## src/rtl/seq1010_pkg.sv

```systemverilog
// Shared types for the time-shared "1010" detector: channel FSM state and its next-state rule.
// Build option: SEQ1010_NONOVERLAP_EN selects non-overlapping detection (S4 restarts from scratch).
package seq1010_pkg;

  localparam int NUM_CH_DEF = 4;
  localparam int CNT_W_DEF  = 8;

  typedef enum logic [2:0] {
    S0 = 3'd0,  // idle
    S1 = 3'd1,  // seen "1"
    S2 = 3'd2,  // seen "10"
    S3 = 3'd3,  // seen "101"
    S4 = 3'd4   // seen "1010" (match)
  } state_t;

  function automatic state_t next_state(input state_t cur, input logic in_bit);
    case (cur)
      S0:      return in_bit ? S1 : S0;
      S1:      return in_bit ? S1 : S2;
      S2:      return in_bit ? S3 : S0;
      S3:      return in_bit ? S1 : S4;
`ifdef SEQ1010_NONOVERLAP_EN
      S4:      return in_bit ? S1 : S0;
`else
      S4:      return in_bit ? S3 : S0;
`endif
      default: return S0;
    endcase
  endfunction

endpackage

```

## src/rtl/seq1010_tdm_sched_rr_arbiter.sv

```systemverilog
// Round-robin arbiter: grants the first request at or above the pointer, wrapping,
// then moves the pointer one past the winner whenever advance is asserted.
module rr_arbiter #(
  parameter int N = 4
) (
  input  logic                 clk,
  input  logic                 rst_n,
  input  logic [N-1:0]         req,
  input  logic                 advance,
  output logic [N-1:0]         gnt,
  output logic [$clog2(N)-1:0] gnt_idx
);

  localparam int IW = $clog2(N);

  logic [IW-1:0] ptr;
  logic          found;
  int            k;

  // NOTE: combinational blocks use blocking '=' with every output defaulted first,
  // so the search loop reads its own partial results and no latch is inferred.
  always_comb begin
    gnt     = '0;
    gnt_idx = '0;
    found   = 1'b0;
    k       = 0;
    for (int i = 0; i < N; i++) begin
      k = int'(ptr) + i;
      if (k >= N) k = k - N;
      if (!found && req[k[IW-1:0]]) begin
        found            = 1'b1;
        gnt[k[IW-1:0]]   = 1'b1;
        gnt_idx          = k[IW-1:0];
      end
    end
  end

  // NOTE: clocked state uses non-blocking '<=' so all registers update from pre-edge values.
  always_ff @(posedge clk) begin
    if (!rst_n) begin
      ptr <= '0;
    end else if (advance) begin
      ptr <= (gnt_idx == IW'(N - 1)) ? '0 : gnt_idx + 1'b1;
    end
  end

endmodule

```

## src/rtl/seq1010_tdm_sched.sv

```systemverilog
// Time-division "1010" detector: one next-state engine shared by NUM_CH serial channels
// through a round-robin grant. Build option SEQ1010_NONOVERLAP_EN (see seq1010_pkg).
module seq1010_tdm_sched
  import seq1010_pkg::*;
#(
  parameter int NUM_CH = NUM_CH_DEF,
  parameter int CH_W   = $clog2(NUM_CH),
  parameter int CNT_W  = CNT_W_DEF
) (
  input  logic              clk,
  input  logic              rst_n,
  input  logic [NUM_CH-1:0] ch_valid,
  input  logic [NUM_CH-1:0] ch_bit,
  output logic [NUM_CH-1:0] ch_ready,
  input  logic [NUM_CH-1:0] ch_clr,
  output logic              match_valid,
  output logic [CH_W-1:0]   match_ch,
  input  logic [CH_W-1:0]   rd_ch,
  output logic [CNT_W-1:0]  rd_cnt
);

  localparam logic [CNT_W-1:0] CNT_MAX = '1;

  logic [NUM_CH-1:0] req;
  logic [NUM_CH-1:0] gnt;
  logic [CH_W-1:0]   gnt_idx;
  logic              any_gnt;

  state_t           st  [NUM_CH];
  logic [CNT_W-1:0] cnt [NUM_CH];

  state_t nxt;
  logic   hit;

  // Cleared channels and the whole block under reset never request, so ready stays low.
  assign req     = ch_valid & ~ch_clr & {NUM_CH{rst_n}};
  assign any_gnt = |gnt;
  assign ch_ready = gnt;

  rr_arbiter #(
    .N (NUM_CH)
  ) u_arb (
    .clk     (clk),
    .rst_n   (rst_n),
    .req     (req),
    .advance (any_gnt),
    .gnt     (gnt),
    .gnt_idx (gnt_idx)
  );

  // The single shared engine: only the granted channel's saved state is advanced.
  always_comb begin
    nxt = next_state(st[gnt_idx], ch_bit[gnt_idx]);
    hit = any_gnt && (nxt == S4);
  end

  always_ff @(posedge clk) begin
    if (!rst_n) begin
      // NOTE: the state file and counters are small flop arrays, not RAM, so every
      // entry is reset; a mid-stream reset must drop all partial matches.
      for (int i = 0; i < NUM_CH; i++) begin
        st[i]  <= S0;
        cnt[i] <= '0;
      end
      match_valid <= 1'b0;
      match_ch    <= '0;
    end else begin
      match_valid <= hit;
      if (hit) match_ch <= gnt_idx;
      for (int i = 0; i < NUM_CH; i++) begin
        if (ch_clr[i]) begin
          st[i]  <= S0;
          cnt[i] <= '0;
        end else if (gnt[i]) begin
          st[i] <= nxt;
          if (hit && cnt[i] != CNT_MAX) cnt[i] <= cnt[i] + 1'b1;
        end
      end
    end
  end

  always_comb begin
    rd_cnt = '0;
    if (int'(rd_ch) < NUM_CH) rd_cnt = cnt[rd_ch];
  end

endmodule

```

## config.mk

```make
export PLATFORM = sky130hd
export DESIGN_NAME = seq1010_tdm_sched
export DESIGN_NICKNAME = d
export VERILOG_FILES = /design/src/rtl/seq1010_pkg.sv /design/src/rtl/seq1010_tdm_sched_rr_arbiter.sv /design/src/rtl/seq1010_tdm_sched.sv
export SDC_FILE = /design/constraint.sdc
export NUM_CORES = 1
export LEC_CHECK = 0
export BUFFER_PORTS_ARGS = -buffer_cell sky130_fd_sc_hd__buf_2
export CAP_MARGIN = 10
export CELL_PAD_IN_SITES_DETAIL_PLACEMENT = 0
export CELL_PAD_IN_SITES_GLOBAL_PLACEMENT = 2
export CORE_MARGIN = 2
export CORE_UTILIZATION = 39
export CTS_CLUSTER_SIZE = 24
export DETAILED_ROUTE_END_ITERATION = 7
export PLACE_DENSITY = 0.88
export SLEW_MARGIN = 20
export SYNTH_ARGS = -nofsm -noshare
export SYNTH_HDL_FRONTEND = slang
export SYNTH_SLANG_ARGS = --single-unit
```

## constraint.sdc

```tcl
create_clock -name clk -period 4.73 [get_ports clk]
set_input_delay 0 -clock clk [delete_from_list [all_inputs] [get_ports clk]]
set_output_delay 0 -clock clk [all_outputs]
set_load 0.02 [all_outputs]
```

* After elaboration in Yosys (flattened, before gate mapping) *
Memory sizes are Yosys's and may differ from the RTL's.
Cells that the tools add are included.

storage, ports and cells
  register bits after elaboration = 5
  RAM bits = 44
  output and inout port bits = 15
  memories kept = 2

cells by class
  add/sub/neg operators = 12
  $lt $le $gt $ge = 13
  eq/ne operators = 10
  mux-type cells = 104
  bitwise logic cells = 22
  reductions and logical operators = 18

memory list
  name  words  width  rd ports  clocked after memory_dff  wr ports  line                     source
  cnt   4      8      5         0                         4         seq1010_tdm_sched.sv:30  logic [CNT_W-1:0] cnt [NUM_CH];
  st    4      3      1         0                         4         seq1010_tdm_sched.sv:29  state_t st [NUM_CH];

operator list
  operator                                                            count
  two-way mux 8 bit                                                   8
  two-way mux 1 bit                                                   62
  adder 8 x 1 -> 8 bit (second input constant)                        4
  != test 8 bit (second input constant)                               4
  two-way mux 3 bit                                                   9
  two-way mux 2 bit                                                   11
  two-way mux 4 bit                                                   4
  bitwise OR 1 bit                                                    16
  less-than comparator 2 x 3 -> 1 bit (second input constant)         5
  logical AND 1 bit                                                   12
  bitwise OR 4 bit                                                    3
  case mux 3 bit (4 select lines)                                     1
  binary-select mux 1 bit (select 2 bit)                              5
  greater-or-equal comparator 3 bit (second input constant)           3
  bitwise AND 4 bit                                                   2
  demux 1 bit (select 2 bit)                                          4
  greater-or-equal comparator 2 x 1 -> 1 bit (second input constant)  4
  subtractor 2 x 1 -> 2 bit (second input constant)                   4
  adder 2 x 2 -> 3 bit (second input constant)                        2
  equality test 3 x 2 -> 1 bit (second input constant)                2
  equality test 3 bit (second input constant)                         2
  NOT 4 bit                                                           1
  OR reduction 4 bit                                                  1
  adder 2 x 1 -> 3 bit (second input constant)                        1
  7 further kinds                                                     9

* Longest topological paths before layout *
Gate-level depths: netlist of run 1.

  depth after elaboration = 28
  gate-level depth with buffers = 13
  mapped depth without buffers = 10

* Modules after synthesis *
A second synthesis of run 1 with hierarchy kept.

second synthesis, totals
  cells, all modules = 262
  area total of the unflattened synthesis = 3054.2 um^2

modules (own cells, without submodules)
  module             times used  cells each  area an instance (um^2)
  seq1010_tdm_sched  1           211         2595.0
  rr_arbiter         1           51          459.2

* Worst setup path after synthesis of run 1 *
Ideal clock, no wire load.

  kind = reg-to-reg
  start = register u_arb.ptr[1]
  end = memory cnt[1][0] (netlist name) (enable)
  data arrival time = 3312 ps
  required time = 4393 ps
  setup slack = 1081 ps
  stages on the path, launching flop included = 13
  path buffers = 3
  path through = dfxtp_1 > clkbuf_1 > inv_1 > ha_1 > buf_4 > inv_1 > o311ai_1 > o2bb2ai_4 > mux2_4 > mux2_4 > or4_1 > buf_6 > nand3_1

RTL lines
  element                 line                                source
  from (decl)             seq1010_tdm_sched_rr_arbiter.sv:16  logic [IW-1:0] ptr;
  from (signal assigned)  seq1010_tdm_sched_rr_arbiter.sv:43  ptr <= (gnt_idx == IW'(N - 1)) ? '0 : gnt_idx + 1'b1;
  to (decl)               seq1010_tdm_sched.sv:30

==> metrics.txt, run 1 <==
status finished clean; reg2reg start u_arb.ptr[1]; IO Port Bufs 30; wire per inst 16.5 um; Layout Nets 393; Netlist cell types 58; Die Span Y 98.8 um; final setup violation count 0; met1 Usage GRT 0.238; Static Leak 1.52 nW; RSZ-0062 raised after global routing no; share of Yosys cell area claimed by the top area cell type 0.377; Crit Path Category reg2reg; drt first pass iters 6; vias in the first global route 2588; ratio of cells with drive above 1 in the final layout 0.240; Cells after Synth 337; startpoint types flop; post-synth top area cell edfxtp_1; worst reg-to-reg path cell count 9; largest net degree at the start of global routing 18; vias 2589; maximum fanout along the worst path 17; I/O pin count 31; overall routing resource usage 0.167; worst-case clock buffer depth 2; worst endpoint required time 4700 ps; Die X 98.8 um; total gr overflow 0; max-slew headroom at the worst pin 0.526; GR Util met3 0.0234; initial antenna violation count 0; CTS tree done; EDFF count, synth 44; max-capacitance violation count 0; Tot Pwr 1.30 mW; busiest grt layer met2; grt met2 use 0.274; area grow syn2layout 8.96%; multi-input logic area 1960 um2; skew final 8.14 ps; reg2reg end cnt[0][3]; crit path DAT 4220 ps; clk root buf clkbuf_8; Least-Margin Pin Slew 704 ps; mean post-synth cell area 10.4 um2; Worst Setup End Kind flop; max frequency 0.235 GHz; predominant post-synthesis flop cell edfxtp_1; Worst Hold Class in2reg; CTS clk-pin slew, worst paths 90 ps; Max Slew Vio Count 0; Synth Cell Area 3500 um2; Num CTS Buffers 5; Syn Nets 365; drc violations 0; most common cell after layout, fill and taps aside edfxtp_1; Routed WL 7.83 mm; DRT antenna net count 0; post-synthesis sequential area ratio 0.406; register area 1420 um2; Post-synth ARST share 0; clock sink count 49; number of diodes 0; WHS Path Cells 3; Post-CTS Setup Bufs 0; # rows 34; Hold Path Sink match_ch[1]; P per Cell Area 340 nW/um2; routability cong. 0.832; core area 8720 um2; hold path start rst_n; FF+latch count, synth 49; minimum clock period 4250 ps; global-route wire length before repair 13.0 mm; Max rail drop VDD 0.000141 V; starting density of the core 0.402; Iteration-0 DRC Markers 112; dpl hpwl 6.21 mm; H-tree Lvls 2; hold buffer count at CTS 0; final period utilization 0.899; internal reg-to-reg setup slack 480 ps; Ys Warns 0; Post-Route Setup TNS 0 ps; largest cells by area after synthesis edfxtp_1 38%, mux4_2 5.1%, xor2_1 4.7%; Hold Fails Final Rpt 0; post-cts sizing count 0; most frequent cells in the layout 44 x edfxtp_1, 34 x nor2_1, 30 x buf_2; Layout fillers 808; DR vias/cell 5.46; die footprint 9760 um2; clk_lat worst skew 300 ps
==> cells by family after synthesis <==
family	after synthesis	share of synthesized area
mux	27	0.111
flops	49	0.406
simple gates	165	0.257
buf+inv	24	0.0364
compound gates	31	0.0743
fa+ha+maj	12	0.0428
xor+xnor	29	0.0725
==> how the worst max path moves through the flow <==
stage | from | endpoint | slack [ps]
after floorplan | u_arb.ptr[1] | cnt[1][0] | 1080
after global placement | u_arb.ptr[1] | cnt[0][4] | 640
after detailed placement | u_arb.ptr[1] | cnt[0][2] | 480
after CTS | u_arb.ptr[1] | cnt[0][2] | 460
after global routing | u_arb.ptr[1] | cnt[1][5] | 140
final | u_arb.ptr[1] | cnt[0][3] | 480
==> cell type report <==
type | count | area share
sequential | 49 | 0.372
clock inverter | 3 | 0.00459
clock buffer | 5 | 0.0180
multi-input combinational | 264 | 0.512
inverter | 12 | 0.0125
timing repair buffer | 33 | 0.0452
tap | 108 | 0.0354
==> worst max-delay path, cell delays in order (launching register included) <==
cell       delay (ps)
dfxtp_1           590
inv_1             220
ha_1              490
inv_1              90
o311ai_1          420
o2bb2ai_4         280
mux2_4            370
mux2_4            320
or4_1             740
nand3_1           380
==> power by group <==
group          switching (mW)  internal (mW)  leakage (nW)
clock network           0.138          0.102        0.0455
registers              0.0417          0.507         0.532
logic                   0.310          0.199         0.941
total                   0.489          0.809          1.52
==> per-stage QoR <==
step                      std cells  area (um2)  hold slack [ps]  setup slack, ps  utilization
final                           474        3820              115              478        0.438
after detailed placement        466        3730              418              480        0.428
after CTS                       474        3820              106              457        0.438
after global placement          466        3730              426              637        0.428
after global routing            474        3820              130              143        0.438
after floorplan                 337        3500              265             1080            -
==> flip-flops by register name, summed over array words and instances (netlist names) <==
signal       cells
cnt             32
match_ch         2
match_valid      1
st              12
u_arb.ptr        2
==> per-layer routing <==
layer	vias to the layer above	share of wire
met2	45	0.47
met4	0	0.0078
li1	1294	-
met1	1244	0.49
met3	6	0.029
met5	-	0
==> cell usage after synthesis (all sizes together) (2+ instances only) <==
cell / count
a2111o: 3
a211oi: 4
a21oi: 3
and3: 17
buf: 8
clkbuf: 4
dfxtp: 5
edfxtp: 44
ha: 12
inv: 12
mux2: 7
mux2i: 12
mux4: 8
nand2: 19
nand2b: 5
nand3: 23
nor2: 59
nor3: 11
nor3b: 4
nor4: 4
o211ai: 2
o21ai: 5
o2bb2ai: 2
o31ai: 3
or2: 3
or3: 7
or4: 4
xnor2: 10
xor2: 19
(Power assumes the default switching activity.)
==> inputs of run 2 (changes only) <==
--- a/config.mk
+++ b/config.mk
@@ -13,7 +13,7 @@
 export CORE_UTILIZATION = 39
 export CTS_CLUSTER_SIZE = 24
 export DETAILED_ROUTE_END_ITERATION = 7
-export PLACE_DENSITY = 0.88
+export PLACE_DENSITY = 0.8
 export SLEW_MARGIN = 20
 export SYNTH_ARGS = -nofsm -noshare
 export SYNTH_HDL_FRONTEND = slang
==> metrics.txt, run 2 (synthesis gave the netlist of run 1 again) <==
post-cts sizing count 0; starting density of the core 0.402; skew final 12.3 ps; H-tree Lvls 2; I/O pin count 31; worst-case clock buffer depth 2; Routed WL 7.96 mm; biggest registers after layout cnt: 32 flops, st: 12 flops; drc violations 0; ratio of cells with drive above 1 in the final layout 0.243; minimum clock period 4170 ps; Biggest register cnt; startpoint types flop; IO Port Bufs 30; Crit Path Category reg2reg; number of flip-flops in the largest register 32; Least-Margin Pin Slew 729 ps; DR vias/cell 5.44; clk_lat worst skew 300 ps; overall routing resource usage 0.169; Post-Route Setup TNS 0 ps; worst endpoint required time 4700 ps; clk root buf clkbuf_8; routability cong. 0.812; max-capacitance violation count 0; Iteration-0 DRC Markers 79; Die Span Y 98.8 um; Tot Pwr 1.29 mW; Num CTS Buffers 5; Max rail drop VDD 0.000180 V; final setup violation count 0; RSZ-0062 raised after global routing no; CTS tree done; vias 2584; status finished clean; P per Cell Area 337 nW/um2; clock sink count 49; most frequent cells in the layout 44 x edfxtp_1, 34 x nor2_1, 30 x buf_2; die footprint 9760 um2; Max Slew Vio Count 0; crit path DAT 4140 ps; hold buffer count at CTS 0; core area 8720 um2; Post-CTS Setup Bufs 0; maximum fanout along the worst path 17; max-slew headroom at the worst pin 0.510; Hold Fails Final Rpt 0; largest net degree at the start of global routing 18; drt first pass iters 4; initial antenna violation count 0; vias in the first global route 2564; number of diodes 0; Static Leak 1.52 nW; total gr overflow 0; global-route wire length before repair 13.3 mm; final period utilization 0.882; area grow syn2layout 9.25%; Layout Nets 394; most common cell after layout, fill and taps aside edfxtp_1; DRT antenna net count 0; wire per inst 16.8 um; dpl hpwl 6.29 mm; max frequency 0.240 GHz; Die X 98.8 um; # rows 34; Worst Setup End Kind flop; CTS clk-pin slew, worst paths 100 ps; Worst Hold Class in2reg
[run 2: cell count changes in the layout (fill, tap and decap cells not counted), sizes merged]
cell and change:
clkinvlp +1, buf +1, clkinv -2, inv +1
[run 2: path summary, 6_finish.rpt]
check | startpoint | end | slack [ps] | cells past startpoint
hold reg to reg | match_ch[1] | match_ch[1] | 460 | 2
hold / removal | rst_n | match_ch[0] | 110 | 3
setup reg to reg | u_arb.ptr[1] | cnt[2][6] | 560 | 9
setup / recovery | u_arb.ptr[1] | cnt[2][6] | 560 | 9
[run 2: routing by layer]
layer / track usage / up-vias / wire length [um]
met2: 0.264 / 46 / 3610
met1: 0.256 / 1240 / 3970
met3: 0.0191 / 2 / 340
met4: 0.0327 / 0 / 42
li1: - / 1296 / -
met5: 0 / - / 0
[run 2: area by class of cell]
class	instances	area (um2)
fillers	822	4890
multi-input cells	264	1960
flip-flops and latches	49	1420
repair buffers	34	180
well taps	108	135
clock buffers	5	68.8
inverters	12	47.5
clock inverters	3	20.0
[run 2: report_power, final]
group / internal (mW) / switching, mW / leakage [nW]
clock network: 0.104 / 0.142 / 0.0422
logic: 0.191 / 0.305 / 0.945
registers: 0.507 / 0.0419 / 0.532
[run 2: worst max-delay path, stage by stage, from the launching register on]
cell and delay (ps):
dfxtp_1 580, inv_1 210, ha_1 480, inv_1 90
o311ai_1 410, o2bb2ai_4 260, mux2_4 370, mux2_4 320
or4_1 750, nand2_1 370
[run 2: through the flow]
step	worst slack (ps)	instances	hold WS [ps]	cell area [um2]	util
finish	559	475	106	3830	0.439
CTS	539	475	113	3830	0.439
detailed placement	572	467	416	3740	0.429
global placement	636	467	425	3740	0.429
global route	252	475	112	3830	0.439
floorplan	1080	337	265	3500	-
